### config.mk
export PLATFORM = sky130hd
export DESIGN_NAME = pl_io_port_responder
export DESIGN_NICKNAME = d
export VERILOG_FILES = /design/src/rtl/pl_io_port_responder.sv
export SDC_FILE = /design/constraint.sdc
export NUM_CORES = 1
export LEC_CHECK = 0
export ABC_AREA = 1
export CAP_MARGIN = 25
export CORE_ASPECT_RATIO = 0.8
export CORE_MARGIN = 1
export CORE_UTILIZATION = 40
export CTS_BUF_LIST = sky130_fd_sc_hd__clkbuf_8
export DETAILED_ROUTE_END_ITERATION = 16
export PLACE_DENSITY = 0.61
export SLEW_MARGIN = 10
export SYNTH_ARGS = -nofsm -noshare
export SYNTH_HDL_FRONTEND = slang
export SYNTH_SLANG_ARGS = --single-unit
### constraint.sdc
create_clock -name clock -period 3.21 [get_ports clock]
set_clock_uncertainty 0.2 [all_clocks]
set_input_delay 0.642 -clock clock [delete_from_list [all_inputs] [get_ports clock]]
set_output_delay 0.642 -clock clock [all_outputs]
set_load 0.005 [all_outputs]
### src/rtl/pl_io_port_responder.sv
// Memory-mapped I/O responder: registered output ports, synchronized inputs, sticky change flags.
// Define IO_TIMER_EN to add a free-running 32-bit timer readable at offset 0xCC.
module pl_io_port_responder #(
    parameter int          IO_SEL_BIT  = 7,
    parameter logic [31:0] OUT_RST_VAL = 32'h0000_0000
) (
    input  logic        clock,
    input  logic        reset,
    input  logic [31:0] addr,
    input  logic [31:0] datain,
    input  logic        we,
    input  logic        re,
    input  logic [31:0] in_port0,
    input  logic [31:0] in_port1,
    output logic [31:0] out_port0,
    output logic [31:0] out_port1,
    output logic [31:0] out_port2,
    output logic [31:0] io_read_data,
    output logic        io_sel
);

    localparam logic [5:0] OFF_OUT0   = 6'h20;
    localparam logic [5:0] OFF_OUT1   = 6'h21;
    localparam logic [5:0] OFF_OUT2   = 6'h22;
    localparam logic [5:0] OFF_IN0    = 6'h30;
    localparam logic [5:0] OFF_IN1    = 6'h31;
    localparam logic [5:0] OFF_STATUS = 6'h32;
    localparam logic [5:0] OFF_TIMER  = 6'h33;

    logic [5:0]  word_off;
    logic        wr_en;
    logic        rd_en;
    logic        rd_status;
    logic [31:0] rd_mux;

    logic [31:0] p0_s1, p0_s2, p0_s3;
    logic [31:0] p1_s1, p1_s2, p1_s3;
    logic [1:0]  chg;
    logic [1:0]  status_q;

    logic        unused_addr;

    assign word_off    = addr[7:2];
    assign io_sel      = addr[IO_SEL_BIT];
    assign wr_en       = we & io_sel;
    assign rd_en       = re & io_sel;
    assign rd_status   = rd_en && (word_off == OFF_STATUS);
    assign chg         = {p1_s2 != p1_s3, p0_s2 != p0_s3};
    assign unused_addr = ^{addr[31:8], addr[1:0]};

`ifdef IO_TIMER_EN
    logic [31:0] timer_q;

    always_ff @(posedge clock) begin
        if (reset)
            timer_q <= 32'h0;
        else
            timer_q <= timer_q + 32'h1;
    end
`endif

    always_comb begin
        rd_mux = 32'h0;
        case (word_off)
            OFF_OUT0:   rd_mux = out_port0;
            OFF_OUT1:   rd_mux = out_port1;
            OFF_OUT2:   rd_mux = out_port2;
            OFF_IN0:    rd_mux = p0_s2;
            OFF_IN1:    rd_mux = p1_s2;
            OFF_STATUS: rd_mux = {30'h0, status_q};
`ifdef IO_TIMER_EN
            OFF_TIMER:  rd_mux = timer_q;
`else
            OFF_TIMER:  rd_mux = 32'h0;
`endif
            default:    rd_mux = 32'h0;
        endcase
    end

    always_ff @(posedge clock) begin
        if (reset) begin
            out_port0 <= OUT_RST_VAL;
            out_port1 <= OUT_RST_VAL;
            out_port2 <= OUT_RST_VAL;
        end else if (wr_en) begin
            if (word_off == OFF_OUT0) out_port0 <= datain;
            if (word_off == OFF_OUT1) out_port1 <= datain;
            if (word_off == OFF_OUT2) out_port2 <= datain;
        end
    end

    always_ff @(posedge clock) begin
        if (reset)
            io_read_data <= 32'h0;
        else if (rd_en)
            io_read_data <= rd_mux;
    end

    // s3 lags s2 by one clock so s2 != s3 marks a fresh input change
    always_ff @(posedge clock) begin
        if (reset) begin
            p0_s1 <= 32'h0;
            p0_s2 <= 32'h0;
            p0_s3 <= 32'h0;
            p1_s1 <= 32'h0;
            p1_s2 <= 32'h0;
            p1_s3 <= 32'h0;
        end else begin
            p0_s1 <= in_port0;
            p0_s2 <= p0_s1;
            p0_s3 <= p0_s2;
            p1_s1 <= in_port1;
            p1_s2 <= p1_s1;
            p1_s3 <= p1_s2;
        end
    end

    // a change arriving with a STATUS read survives the clear
    always_ff @(posedge clock) begin
        if (reset)
            status_q <= 2'b00;
        else
            status_q <= (rd_status ? 2'b00 : status_q) | chg;
    end

endmodule

; ---- After elaboration in Yosys (flattened, before gate mapping)
; Cells that the tools add are included.
[op_classes]
n_eq_ne = 8
muxes = 2
bitwise = 3
reduce_logical = 4
[ops]
columns = cell, count
row1 = one-hot mux 32 bit (6 select lines), 1
row2 = != test 32 bit, 2
row3 = == test 6 bit (second input constant), 6
row4 = AND reduction 2 bit, 3
row5 = AND 1 bit, 2
row6 = 2-to-1 mux 2 bit, 1
row7 = OR 2 bit, 1
row8 = logical AND 1 bit, 1
[totals]
register_bits = 322
input_bits = 132
output_inout_bits = 129
wordCells = 28

; ---- Longest topological paths before layout
[depth]
ltp_word = 4
mapped_depth = 9

; ---- Worst setup path before layout
; No wires, ideal clock.
[synth_timing]
path_type = input to register
startpoint = in reset
endpoint = reg out_port0[2]
setup_time_ns = 0.065
t_arrival_ns = 1.605
setup_slack_ns = 1.341
path_stages = 6
path_buffers = 3
cell_sequence = clkbuf_1 -> inv_1 -> clkbuf_1 -> clkbuf_1 -> o21ai_0 -> nor2_1
[synth_rtl]
columns = item, line
row1 = start: declaration, 8  ; input logic reset,
row2 = end signal: assignment, 86  ; if (word_off == OFF_OUT0) out_port0 <= datain;
row3 = end: declaration, 15  ; output logic [31:0] out_port0,

; ---- Worst setup path after layout
[layout_timing]
startpoint = in addr[7]
endpoint = out io_sel
[layout_rtl]
columns = item, line
row1 = start: declaration, 9  ; input logic [31:0] addr,
row2 = end: declaration, 19  ; output logic io_sel
; No word-level cell between the ends.

==> impl_metrics.tcl <==
set metrics [dict create \
    die_area_sq_um 31500 \
    async_flop_share 0 \
    ys_seq_elements 322 \
    internal_power_mw 6.26 \
    p_comb_frac 0.070 \
    path_class "input port to primary output" \
    worst_slack_ps 610 \
    grt_pass1_wl_mm 58.4 \
    post-place-ws_ps 366 \
    drtPass1Iterations 7 \
    post_route_cells_drive_above_1_share 0.0598 \
    port_buffers 234 \
    cts_sinks 322 \
    die_width_microns 198 \
    synth_fp_nets 1790 \
    slowest_delay_ps 580 \
    ant_nets 0 \
    crit_required_ps 2370 \
    crit_path_frequent_cell "clkdlybuf4s50_1" \
    via_per_inst 4.80 \
    ir_drop_v 0.000262 \
    fillers 3010 \
    gp_congestion 0.868 \
    end_kind "primary output" \
    grt_max_degree 93 \
    synth_area_leaders "dfxtp_1 (52%), nor2_1 (13%), inv_1 (7.1%)" \
    synth_seq_area_share 0.523 \
    worst_pin_slew_ps 808 \
    yosysWarnings 0 \
    p_leak_nw 7.35 \
    hold_violations 0 \
    insertion_delay_ps 580 \
    period_needed_ps 2600 \
    coreArea_sq_um 30300 \
    critPathTopFamily "buffers and inverters" \
    syn_inst 1658 \
    crit_buf_inv 2 \
    area_growth_pct 30.4 \
    grt_setup_unrepaired "no" \
    drt_wl_total_mm 38.6 \
    grt_pass1_vias 10381 \
    startpoint_type "input port" \
    dp_hpwl_mm 26.8 \
    wl_per_cell_microns 16.6 \
    cts_resized 0 \
    arrival_ps 1760 \
    slew_viol_final 0 \
    synth_edf_count 0 \
    postCtsSetupBuffers 0 \
    die_y_microns 159 \
    fin_util 0.530 \
    status "finished, final reports clean" \
    cts_tree "yes" \
    power_density_nw_per_um2 513 \
    yosysTopAreaCell "dfxtp_1" \
    multi_input_area_sq_um 4600 \
    cpMaxStageDelayCell "clkdlybuf4s50_1" \
    crit_chain "clkdlybuf4s50_1 -> clkdlybuf4s50_1" \
    slew_headroom 0.460 \
    vias 11142 \
    synthesis.area_sq_um 12300 \
    finalSetupViolCount 0 \
    period_share 0.810 \
    grt_usage 0.242 \
    path_max_fanout 4 \
    drt_iter0_drc 884 \
    hold_buffers 0 \
    hold_path.class "flop to flop" \
    cts_root_buffer "clkbuf_8" \
    power_frac_seq 0.507 \
    power.share.clock 0.424 \
    fin_nets 1999 \
    grt-ovfl-total 0 \
    fin_setup_tns_ps 0 \
    seq_area_sq_um 6450 \
    antenna_found_initial 3 \
    cts_made_buffers 50 \
    synth_cell_types 19 \
    synth_common_cells "nor2_1 (422), dfxtp_1 (322), inv_1 (233)" \
    fmax_mhz 385 \
    num_io_pins 261 \
    synth_ff_type "dfxtp_1" \
    syn_avg_cell_area_sq_um 7.44 \
    clkTransAtPathRegs_ps 60 \
    p_switching_mw 2.00 \
    num_rows 57 \
    drc 0 \
    htreeDepth 2 \
    swShare 0.242 \
    drv_cap 0 \
    synth_most_common_cell "nor2_1" \
    start_util 0.407 \
    synth_top_area_share 0.523 \
    clk_path_buf_depth 3 \
]
[placed cells by master, fill, tap and decap left out]
cell type	Yosys	layout
a21oi_1	37	37
buf_12	0	6
buf_4	1	16
buf_6	0	1
bufinv_16	0	1
clkbuf_8	0	65
clkdlybuf4s50_1	0	233
clkinv_2	0	6
clkinvlp_4	0	1
dfxtp_1	322	322
diode_2	0	2
inv_1	233	247
inv_2	4	6
inv_6	0	1
inv_8	0	1
nand2_1	168	167
nand2_2	0	1
nand3_1	109	109
nand4_1	78	78
nor2_1	422	422
nor2_2	6	3
nor2_4	3	6
o21ai_0	103	103
o21ai_1	12	12
o21bai_1	30	30
o22ai_1	3	3
xor2_1	29	29
[kinds of logic (layout without fill, tap and decap cells)]
group                     Yosys count  count (layout)  synth area share
xor gates and xnor gates           29              29            0.0206
DFF                               322             322             0.523
AOI/OAI and AO/OA                 185             185            0.0815
other                               0               2                 0
and+or+nand+nor                   786             786             0.269
buffers and inverters             336             584             0.106
[routing by layer]
layer	vias up	GRT usage	share of wire
met3	85	0.0604	0.094
met4	2	0.0997	0.037
met1	5041	0.330	0.44
met5	-	0	0.00034
met2	428	0.364	0.43
li1	5586	-	-
[per-stage QoR]
step,hold slack [ps],total power [mW],instance area [sq um],cells
2_1_floorplan,188,4.53,12300,1658
3_3_place_gp,193,4.84,15000,2228
3_5_place_dp,195,4.84,15000,2228
4_1_cts,193,8.33,16100,2319
5_1_grt,205,8.60,16100,2319
6_report,182,8.26,16100,2321
[final timing paths]
| check | to | cells past startpoint | startpoint | slack (ps) |
|---|---|---|---|---|
| setup / recovery | io_sel | 2 | addr[7] | 610 |
| hold / removal | p0_s2[23] | 2 | p0_s1[23] | 180 |
| setup reg to reg | status_q[0] | 9 | p0_s2[23] | 1580 |
| hold reg to reg | p0_s2[23] | 2 | p0_s1[23] | 180 |
[power by group through the flow]
| stage | combinational, mW | sequential (mW) | clock [mW] |
|---|---|---|---|
| detailed placement | 0.574 | 4.27 | 0 |
| CTS | 0.576 | 4.18 | 3.58 |
| global route | 0.638 | 4.19 | 3.77 |
| finish | 0.575 | 4.18 | 3.50 |
| floorplan | 0.299 | 4.24 | 0 |
| global placement | 0.570 | 4.27 | 0 |
[final cells by class]
| type | count | share of cell area |
|---|---|---|
| Sequential cell | 322 | 0.401 |
| Timing Repair Buffer | 256 | 0.161 |
| Clock buffer | 65 | 0.0556 |
| Clock inverter | 26 | 0.00918 |
| Antenna cell | 2 | 0.000311 |
| Multi-Input combinational cell | 1000 | 0.286 |
| Inverter | 237 | 0.0553 |
| Tap cell | 413 | 0.0321 |
Note: power is estimated with default switching activity, not from simulation.
